--- src/rtl/irq_pkg.sv ---
// Shared definitions for the interrupt round-robin arbiter.
//   N_SRC   : number of interrupt sources (matches the 32-to-5 grant encoder)
//   PTR_W   : width of the round-robin pointer, log2(N_SRC)
//   state_t : arbiter FSM state, IDLE (no grant held) / GRANT (grant held)
package irq_pkg;

    localparam int N_SRC = 32;
    localparam int PTR_W = 5;

    typedef enum logic {
        IDLE  = 1'b0,
        GRANT = 1'b1
    } state_t;

endpackage

--- src/rtl/rr_pick.sv ---
// Combinational round-robin picker.
// Finds the first set bit of 'eligible' at or above position 'ptr',
// wrapping past the top bit back to 0.
//   eligible : request vector (pending & mask)
//   ptr      : search start position
//   sel      : one-hot selection (zero when eligible is zero)
//   idx      : binary index of the selection, only meaningful when sel != 0
module rr_pick #(
    parameter int N_SRC = irq_pkg::N_SRC,
    parameter int PTR_W = irq_pkg::PTR_W
) (
    input  logic [N_SRC-1:0] eligible,
    input  logic [PTR_W-1:0] ptr,
    output logic [N_SRC-1:0] sel,
    output logic [PTR_W-1:0] idx
);

    logic [N_SRC-1:0] rot;
    logic [N_SRC-1:0] first;
    logic [PTR_W-1:0] first_idx;

    // Rotate right by ptr so the search start lands on bit 0. The index sum
    // relies on PTR_W-bit wrap-around, which is exact because N_SRC == 2**PTR_W.
    for (genvar gi = 0; gi < N_SRC; gi++) begin : g_rot_right
        assign rot[gi] = eligible[PTR_W'(gi) + ptr];
    end

    // Isolate the lowest set bit of the rotated vector.
    assign first = rot & (~rot + 1'b1);

    always_comb begin
        first_idx = '0;
        for (int i = N_SRC - 1; i >= 0; i--) begin
            if (rot[i]) begin
                first_idx = PTR_W'(i);
            end
        end
    end

    // Rotate the isolated bit back left by ptr into its original position.
    for (genvar gi = 0; gi < N_SRC; gi++) begin : g_rot_left
        assign sel[gi] = first[PTR_W'(gi) - ptr];
    end

    assign idx = first_idx + ptr;

endmodule

--- src/rtl/irq_rr_arbiter.sv ---
// Edge-triggered interrupt arbiter with round-robin selection.
// Rising edges on irq_in latch into a pending register; pending & mask is
// arbitrated round-robin and the winner is held as a registered one-hot
// grant until ack.
//   clk, rst   : clock, synchronous active-high reset
//   irq_in     : raw interrupt lines, rising edge = request
//   mask_we    : load mask_wdata into the mask register
//   mask_wdata : new mask, 1 = source enabled
//   ack        : CPU has taken the current grant
//   gnt        : registered grant, one-hot or zero
//   gnt_valid  : gnt holds a valid grant
//   pending    : raw pending register (unmasked) for status reads
module irq_rr_arbiter #(
    parameter int N_SRC = irq_pkg::N_SRC,
    parameter int PTR_W = irq_pkg::PTR_W
) (
    input  logic             clk,
    input  logic             rst,
    input  logic [N_SRC-1:0] irq_in,
    input  logic             mask_we,
    input  logic [N_SRC-1:0] mask_wdata,
    input  logic             ack,
    output logic [N_SRC-1:0] gnt,
    output logic             gnt_valid,
    output logic [N_SRC-1:0] pending
);

    irq_pkg::state_t state_reg, state_next;

    logic [N_SRC-1:0] irq_q_reg;
    logic [N_SRC-1:0] pending_reg, pending_next;
    logic [N_SRC-1:0] mask_reg;
    logic [N_SRC-1:0] gnt_reg, gnt_next;
    logic             gnt_valid_reg, gnt_valid_next;
    logic [PTR_W-1:0] ptr_reg, ptr_next;
    logic [PTR_W-1:0] gnt_idx_reg, gnt_idx_next;

    logic [N_SRC-1:0] rise;
    logic [N_SRC-1:0] clr;
    logic [N_SRC-1:0] eligible;
    logic [N_SRC-1:0] pick_sel;
    logic [PTR_W-1:0] pick_idx;

    assign rise     = irq_in & ~irq_q_reg;
    assign clr      = (ack && gnt_valid_reg) ? gnt_reg : '0;
    // Set is OR-ed in after the clear, so an edge arriving with its own ack
    // re-arms the source instead of being lost.
    assign pending_next = (pending_reg & ~clr) | rise;
    assign eligible = pending_reg & mask_reg;

    rr_pick #(
        .N_SRC (N_SRC),
        .PTR_W (PTR_W)
    ) u_rr_pick (
        .eligible (eligible),
        .ptr      (ptr_reg),
        .sel      (pick_sel),
        .idx      (pick_idx)
    );

    always_comb begin
        state_next     = state_reg;
        gnt_next       = gnt_reg;
        gnt_valid_next = gnt_valid_reg;
        gnt_idx_next   = gnt_idx_reg;
        ptr_next       = ptr_reg;
        unique case (state_reg)
            irq_pkg::IDLE: begin
                if (eligible != '0) begin
                    gnt_next       = pick_sel;
                    gnt_idx_next   = pick_idx;
                    gnt_valid_next = 1'b1;
                    state_next     = irq_pkg::GRANT;
                end
            end
            irq_pkg::GRANT: begin
                // Mask changes are ignored here; only ack releases the grant.
                if (ack) begin
                    gnt_next       = '0;
                    gnt_valid_next = 1'b0;
                    ptr_next       = gnt_idx_reg + 1'b1;
                    state_next     = irq_pkg::IDLE;
                end
            end
            default: begin
                state_next = irq_pkg::IDLE;
            end
        endcase
    end

    always_ff @(posedge clk) begin
        if (rst) begin
            state_reg     <= irq_pkg::IDLE;
            irq_q_reg     <= '0;
            pending_reg   <= '0;
            mask_reg      <= '0;
            gnt_reg       <= '0;
            gnt_valid_reg <= 1'b0;
            gnt_idx_reg   <= '0;
            ptr_reg       <= '0;
        end else begin
            state_reg     <= state_next;
            irq_q_reg     <= irq_in;
            pending_reg   <= pending_next;
            if (mask_we) begin
                mask_reg <= mask_wdata;
            end
            gnt_reg       <= gnt_next;
            gnt_valid_reg <= gnt_valid_next;
            gnt_idx_reg   <= gnt_idx_next;
            ptr_reg       <= ptr_next;
        end
    end

    assign gnt       = gnt_reg;
    assign gnt_valid = gnt_valid_reg;
    assign pending   = pending_reg;

endmodule

--- config.mk ---
export PLATFORM = sky130hd
export DESIGN_NAME = irq_rr_arbiter
export DESIGN_NICKNAME = d
export VERILOG_FILES = /design/src/rtl/irq_pkg.sv /design/src/rtl/rr_pick.sv /design/src/rtl/irq_rr_arbiter.sv
export SDC_FILE = /design/constraint.sdc
export NUM_CORES = 1
export LEC_CHECK = 0
export ABC_AREA = 1
export CAP_MARGIN = 30
export CELL_PAD_IN_SITES_DETAIL_PLACEMENT = 1
export CELL_PAD_IN_SITES_GLOBAL_PLACEMENT = 2
export CORE_ASPECT_RATIO = 0.6
export CORE_UTILIZATION = 32
export DETAILED_ROUTE_END_ITERATION = 12
export PLACE_DENSITY_LB_ADDON = 0.1
export SYNTH_ARGS = -nofsm -noshare
export SYNTH_HDL_FRONTEND = slang
export SYNTH_SLANG_ARGS = --single-unit
--- constraint.sdc ---
create_clock -name clk -period 8.9 [get_ports clk]
set_input_delay 2.225 -clock clk [delete_from_list [all_inputs] [get_ports clk]]
set_output_delay 2.225 -clock clk [all_outputs]
set_load 0.02 [all_outputs]
==> flow_summary_export.csv, run 1 <==
group,metric,value,unit
outcome,status,"finished clean",
drt,viasPerCell,5.295,
clock_network,cts_tree,"yes",
drt,wl,49630,um
clock_network,ctsHoldBuffers,0,
worst_hold_path,min_path_type,"flop to flop",
worst_setup_path,slowest_delay,0.98,ns
clock_network,cts_resized,0,
logic_synthesis,yosysTopAreaCellShare,26.48,%
sta,finalHoldViolations,0,
clock_network,cts_buffer_depth,2,
clock_network,clock_sinks,140,
grt,track_usage,29.26,%
place,gp_congestion,0.9430,
sta,post-route-min-period,6.884,ns
drt,drc,0,
layout,nets,1960,
clock_network,post_cts_buffers,0,
place,port_buffers,132,
power_and_ir_drop,fin_total_pwr,3.189,mW
floorplan,die_h,142.9,um
drt,final_antenna_net_count,0,
power_and_ir_drop,vdd_drop_max,0.1494,mV
drt,drt_iter0_drc,853,
logic_synthesis,synth_cells,1788,
sta,fin_tns_setup,0,ns
layout,drive_above_1_share,5.520,%
logic_synthesis,ys.flop_type,"dfxtp_1",
logic_synthesis,async_flop_share,0,%
clock_network,htreeDepth,4,
logic_synthesis,synth_warnings,0,
clock_network,cts_buffers,17,
logic_synthesis,synth_cell_type_count,45,
sta,max_clock_freq,145.3,MHz
worst_setup_path,cp_num_buf_inv,4,
logic_synthesis,ys_seq_area_share,26.48,%
drt,num_vias,12220,
worst_setup_path,required,9.24,ns
floorplan,io_pins,133,
place,dp_hpwl,40350,um
logic_synthesis,synthTopCellsByCount,"nand2_1, nand3_1, nor2_1",
sta,final_max_slew_viol_count,0,
grt,grt_antenna_before_repair,1,
logic_synthesis,synth_area_leaders,"dfxtp_1, nand2_1, nand3_1, nor2_1, o21ai_0",
floorplan,fp.coreArea,32480,um2
logic_synthesis,syn_area,10580,um2
floorplan,initial_core_util,32.58,%
grt,overflow,0,
clock_network,clkLatencyLatePin,0.45,ns
sta,worstMarginPinSlew,0.9890,ns
sta,setup_viol_count_final,0,
worst_setup_path,path_common_cell,"nand2_1",
drt,wire_per_inst,21.50,um
logic_synthesis,syn-num-nets,1877,
sta,hold_slack,0.5043,ns
power_and_ir_drop,power_density,248.8,nW/um2
power_and_ir_drop,p_leak,5.746,nW
worst_setup_path,cp.arrival,7.23,ns
logic_synthesis,syn_area_per_cell,5.919,um2
layout,area_growth,21.12,%
floorplan,dieWidth,236.8,um
worst_setup_path,path_class,"flop to flop",
worst_setup_path,start_kind,"flop",
grt,grt_pass1_vias,11520,
layout,fillers,4286,
sta,fin_worst_skew,0.01284,ns
logic_synthesis,synth-edff-count,0,
logic_synthesis,yosysMostFrequentCell,"nand2_1",
run,cap_violations,0,
clock_network,clk_pin_slew,0.07,ns
floorplan,row_count,51,
sta,slew_headroom,33.37,%
clock_network,root_buffer,"clkbuf_16",
sta,rsz0062_at_grt,"no",
layout,antennaDiodeCount,0,
floorplan,die-area,33830,um2
worst_setup_path,cpMaxStageDelayCell,"dfxtp_1",
worst_setup_path,end_kind,"flop",
logic_synthesis,ys_ff_latch,140,
grt,grt_pass1_wl,72740,um
worst_setup_path,crit_family,"simple AND/OR/NAND/NOR gates",
grt,grt_max_degree,70,
worst_setup_path,crit_fanout,26,
sta,period_share,77.35,%
drt,drt_first_pass_iters,7,
logic_synthesis,yosysTopAreaCell,"dfxtp_1",
## cells by family after synthesis
family | count (synthesis) | share of synthesized area [%]
AO/OA/AOI/OAI | 318 | 16.00
XOR/XNOR | 43 | 3.878
adder cells (fa/ha/maj) | 21 | 2.554
buffers and inverters | 247 | 9.352
flip-flops | 140 | 26.48
multiplexers | 11 | 1.040
AND/OR/NAND/NOR | 1008 | 40.70
## worst paths after layout
check / startpoint / end / slack (ns) / cells after the start
setup / recovery: ptr_reg[2]$_SDFFE_PP0P_ / gnt_idx_reg[4]$_SDFFE_PP0P_ / 2.02 / 43
hold / removal: gnt[4]$_SDFFE_PP0P_ / gnt[4]$_SDFFE_PP0P_ / 0.50 / 2
setup reg to reg: ptr_reg[2]$_SDFFE_PP0P_ / gnt_idx_reg[4]$_SDFFE_PP0P_ / 2.02 / 43
hold reg to reg: gnt[4]$_SDFFE_PP0P_ / gnt[4]$_SDFFE_PP0P_ / 0.50 / 2
## metal layers
| metal | global-route usage (%) | routed length [um] |
|---|---|---|
| met4 | 5.297 | 598 |
| met3 | 7.558 | 3641 |
| met1 | 44.85 | 26120 |
| met2 | 40.19 | 19280 |
| met5 | 0 | 0 |
## power breakdown
part / switching [mW] / leakage, nW / total, mW / internal (mW)
registers: 0.0814 / 1.16 / 0.775 / 0.694
clock network: 0.347 / 0.298 / 0.728 / 0.381
logic: 1.18 / 4.29 / 1.69 / 0.509
## tightest hold or removal path: stages, from the launching register on
cell,delay (ns)
dfxtp_1,0.33
nand2_1,0.07
a21oi_1,0.06
## layout by cell type, fill, tap and decap left out, drive strengths merged, types with 12 or more instances in the layout
cell type      count
o21a              14
nand3            250
buf               18
xor2              34
clkdlybuf4s50    131
o21ai            184
inv              165
clkinv            12
clkbuf            17
ha                20
dfxtp            140
nand2            492
a21oi            104
nor2             215
nand4             15
## metrics by stage
step / std cells / area [um2] / utilization (%) / setup WS (ns)
after floorplan: 1788 / 10580 / - / 3.552
after global placement: 2275 / 12180 / 37.49 / 2.322
after detailed placement: 2276 / 12200 / 37.57 / 2.121
after CTS: 2308 / 12820 / 39.46 / 2.094
after global routing: 2308 / 12820 / 39.46 / 1.336
final: 2308 / 12820 / 39.46 / 2.016
## final cells by class
| cell class | instances | area [um2] | area share, % |
|---|---|---|---|
| clock buffers | 17 | 425.4 | 3.319 |
| flip-flops and latches | 140 | 2804 | 21.88 |
| inverters | 162 | 609.3 | 4.754 |
| repair buffers | 149 | 1466 | 11.44 |
| multi-input cells | 1401 | 6793 | 53.00 |
| clock inverters | 15 | 188.9 | 1.474 |
| well taps | 424 | 530.5 | 4.139 |
Note: power is estimated with default switching activity, not from simulation.
==> inputs of run 2 (changes only) <==
--- a/config.mk
+++ b/config.mk
@@ -10,7 +10,7 @@
 export CELL_PAD_IN_SITES_DETAIL_PLACEMENT = 1
 export CELL_PAD_IN_SITES_GLOBAL_PLACEMENT = 2
 export CORE_ASPECT_RATIO = 0.6
-export CORE_UTILIZATION = 32
+export CORE_UTILIZATION = 27
 export DETAILED_ROUTE_END_ITERATION = 12
 export PLACE_DENSITY_LB_ADDON = 0.1
 export SYNTH_ARGS = -nofsm -noshare
==> constraint.sdc (replaced) <==
create_clock -name clk -period 6.2 [get_ports clk]
set_input_delay 1.55 -clock clk [delete_from_list [all_inputs] [get_ports clk]]
set_output_delay 1.55 -clock clk [all_outputs]
set_load 0.02 [all_outputs]
==> run 2 against run 1 <==
Sequential power is 43% higher. Routed wire length rose by 5.0%. Core utilization fell by 5.3 points. Clock skew shrank 0.0012 ns. Worst hold slack got worse by 0.0097 ns. Highest routed layer unchanged. Combinational power grew 45%.
==> flow_summary_export.csv, run 2 (synthesized netlist as in run 1, its figures left out) <==
group,metric,value,unit
drt,viasPerCell,5.109,
sta,max_clock_freq,187.6,MHz
drt,wl,52120,um
power_and_ir_drop,power.switching,2.346,mW
power_and_ir_drop,p_sw_share,50.59,%
place,dp_hpwl,42950,um
drt,final_antenna_net_count,0,
worst_setup_path,slowest_delay,0.47,ns
sta,fin_tns_setup,0,ns
sta,finalHoldViolations,0,
outcome,status,"finished clean",
floorplan,die_h,155.4,um
layout,area_growth,23.23,%
worst_setup_path,cpMaxStageDelayCell,"buf_4",
worst_setup_path,r2r_setup_slack,0.87,ns
sta,fin_worst_skew,0.01168,ns
floorplan,row_count,55,
grt,grt_pass1_vias,11700,
grt,track_usage,25.88,%
power_and_ir_drop,p_leak,5.810,nW
grt,overflow,0,
worst_setup_path,cp.arrival,5.67,ns
worst_hold_path,min_path_cells,2,
layout,layout_commonest_cell,"nand2_1",
drt,drt_iter0_drc,937,
clock_network,post_cts_buffers,0,
clock_network,clkLatencyLatePin,0.45,ns
layout,final_cells,2409,
worst_setup_path,reg2reg_depth,42,
worst_setup_path,start_kind,"flop",
clock_network,cts_buffer_depth,2,
worst_setup_path,end_kind,"flop",
drt,drt_first_pass_iters,5,
worst_setup_path,required,6.54,ns
sta,setup_viol_count_final,0,
sta,post-route-min-period,5.330,ns
layout,antennaDiodeCount,0,
place,gp_congestion,0.9092,
floorplan,initial_core_util,27.76,%
clock_network,clock_sinks,140,
worst_setup_path,path_class,"flop to flop",
grt,grt_antenna_before_repair,0,
clock_network,clk_pin_slew,0.07,ns
drt,drc,0,
sta,final_max_slew_viol_count,0,
power_and_ir_drop,power.internal,2.291,mW
power_and_ir_drop,p_comb_share,52.8,%
clock_network,root_buffer,"clkbuf_16",
worst_setup_path,crit_start,"ptr_reg[1]$_SDFFE_PP0P_",
sta,period_share,85.96,%
clock_network,cts_buffers,17,
power_and_ir_drop,vdd_drop_max,0.2041,mV
clock_network,ctsHoldBuffers,0,
layout,mostFrequentLayoutCells,"nand2_1, nand3_1, nor2_1",
sta,worstMarginPinSlew,0.9525,ns
worst_setup_path,cp_num_buf_inv,3,
layout,nets,1972,
clock_network,cts_resized,0,
power_and_ir_drop,power_density,355.5,nW/um2
sta,setup_ws,0.8704,ns
layout,multiInputGateArea,6793,um2
worst_hold_path,min_path_type,"flop to flop",
worst_setup_path,path_common_cell,"nand2_1",
floorplan,io_pins,133,
worst_hold_path,min_from,"gnt[16]$_SDFFE_PP0P_",
worst_setup_path,crit_family,"simple AND/OR/NAND/NOR gates",
place,dp.cells,2377,
layout,drive_above_1_share,6.118,%
place,port_buffers,132,
floorplan,fp.coreArea,38120,um2
grt,grt_max_degree,73,
power_and_ir_drop,power_frac_seq,23.9,%
drt,wire_per_inst,21.63,um
place,dpl_cell_area,12420,um2
layout,fillers,4979,
place,pre_cts_ws,0.9213,ns
worst_hold_path,hold_end,"gnt[16]$_SDFFE_PP0P_",
clock_network,cts_tree,"yes",
layout,seq_area,2804,um2
sta,slew_headroom,36.43,%
floorplan,die-area,40020,um2
worst_setup_path,reg2reg_to,"gnt_idx_reg[4]$_SDFFE_PP0P_",
worst_setup_path,rr_startpoint,"ptr_reg[1]$_SDFFE_PP0P_",
drt,num_vias,12310,
power_and_ir_drop,clkPwrFrac,23.3,%
clock_network,htreeDepth,4,
layout,design_area,13040,um2
run,cap_violations,0,
sta,rsz0062_at_grt,"no",
worst_setup_path,crit_fanout,46,
power_and_ir_drop,fin_total_pwr,4.636,mW
grt,grt_pass1_wl,76000,um
floorplan,dieWidth,257.6,um
## run 2: changes by cell type in the layout (fill, tap and decap cells not counted), sizes merged
cell / previous run / this run
buf: 18 / 30
clkinv: 12 / 11
inv: 165 / 166
## run 2: layer usage
| layer | track usage (%) | routed length (um) | vias up |
|---|---|---|---|
| met3 | 5.148 | 3003 | 32 |
| met5 | 0 | 0 | - |
| li1 | - | - | 5999 |
| met1 | 41.74 | 28820 | 5990 |
| met4 | 4.790 | 605 | 0 |
| met2 | 34.05 | 19690 | 286 |
## run 2: cell type report
| type | count | share of cell area (%) |
|---|---|---|
| Timing Repair Buffer | 161 | 12.09 |
| Inverter | 162 | 4.672 |
| Multi-Input combinational cell | 1401 | 52.09 |
| Tap cell | 513 | 4.922 |
| Clock buffer | 17 | 3.262 |
| Sequential cell | 140 | 21.50 |
| Clock inverter | 15 | 1.468 |
## run 2: how the worst max path moves through the flow
stage          slack, ns  cells after the start                          end
2_1_floorplan       0.85                     52  gnt_idx_reg[4]$_SDFFE_PP0P_
3_3_place_gp        0.90                     47  gnt_idx_reg[4]$_SDFFE_PP0P_
3_5_place_dp        0.92                     42  gnt_idx_reg[4]$_SDFFE_PP0P_
4_1_cts             0.91                     42  gnt_idx_reg[4]$_SDFFE_PP0P_
5_1_grt             0.27                     47  gnt_idx_reg[4]$_SDFFE_PP0P_
6_report            0.87                     42  gnt_idx_reg[4]$_SDFFE_PP0P_
## run 2: tightest hold or removal path: stages (launching register included)
cell and delay [ns]:
dfxtp_1 0.33, nand2_1 0.07, a21oi_1 0.06
## run 2: power by group through the flow
stage / combinational [mW] / clock (mW) / sequential [mW]
after global routing: 2.68 / 1.14 / 1.12
after detailed placement: 2.40 / 0 / 1.13
after floorplan: 1.52 / 0 / 1.14
final: 2.45 / 1.08 / 1.11
after global placement: 2.38 / 0 / 1.13
after CTS: 2.41 / 1.11 / 1.11
## run 2: per-stage QoR
stage          hold slack (ns)  util [%]
2_1_floorplan           0.4537         -
3_3_place_gp            0.4766     32.45
3_5_place_dp            0.4795     32.59
4_1_cts                 0.4936     34.21
5_1_grt                 0.5144     34.21
6_report                0.4945     34.21
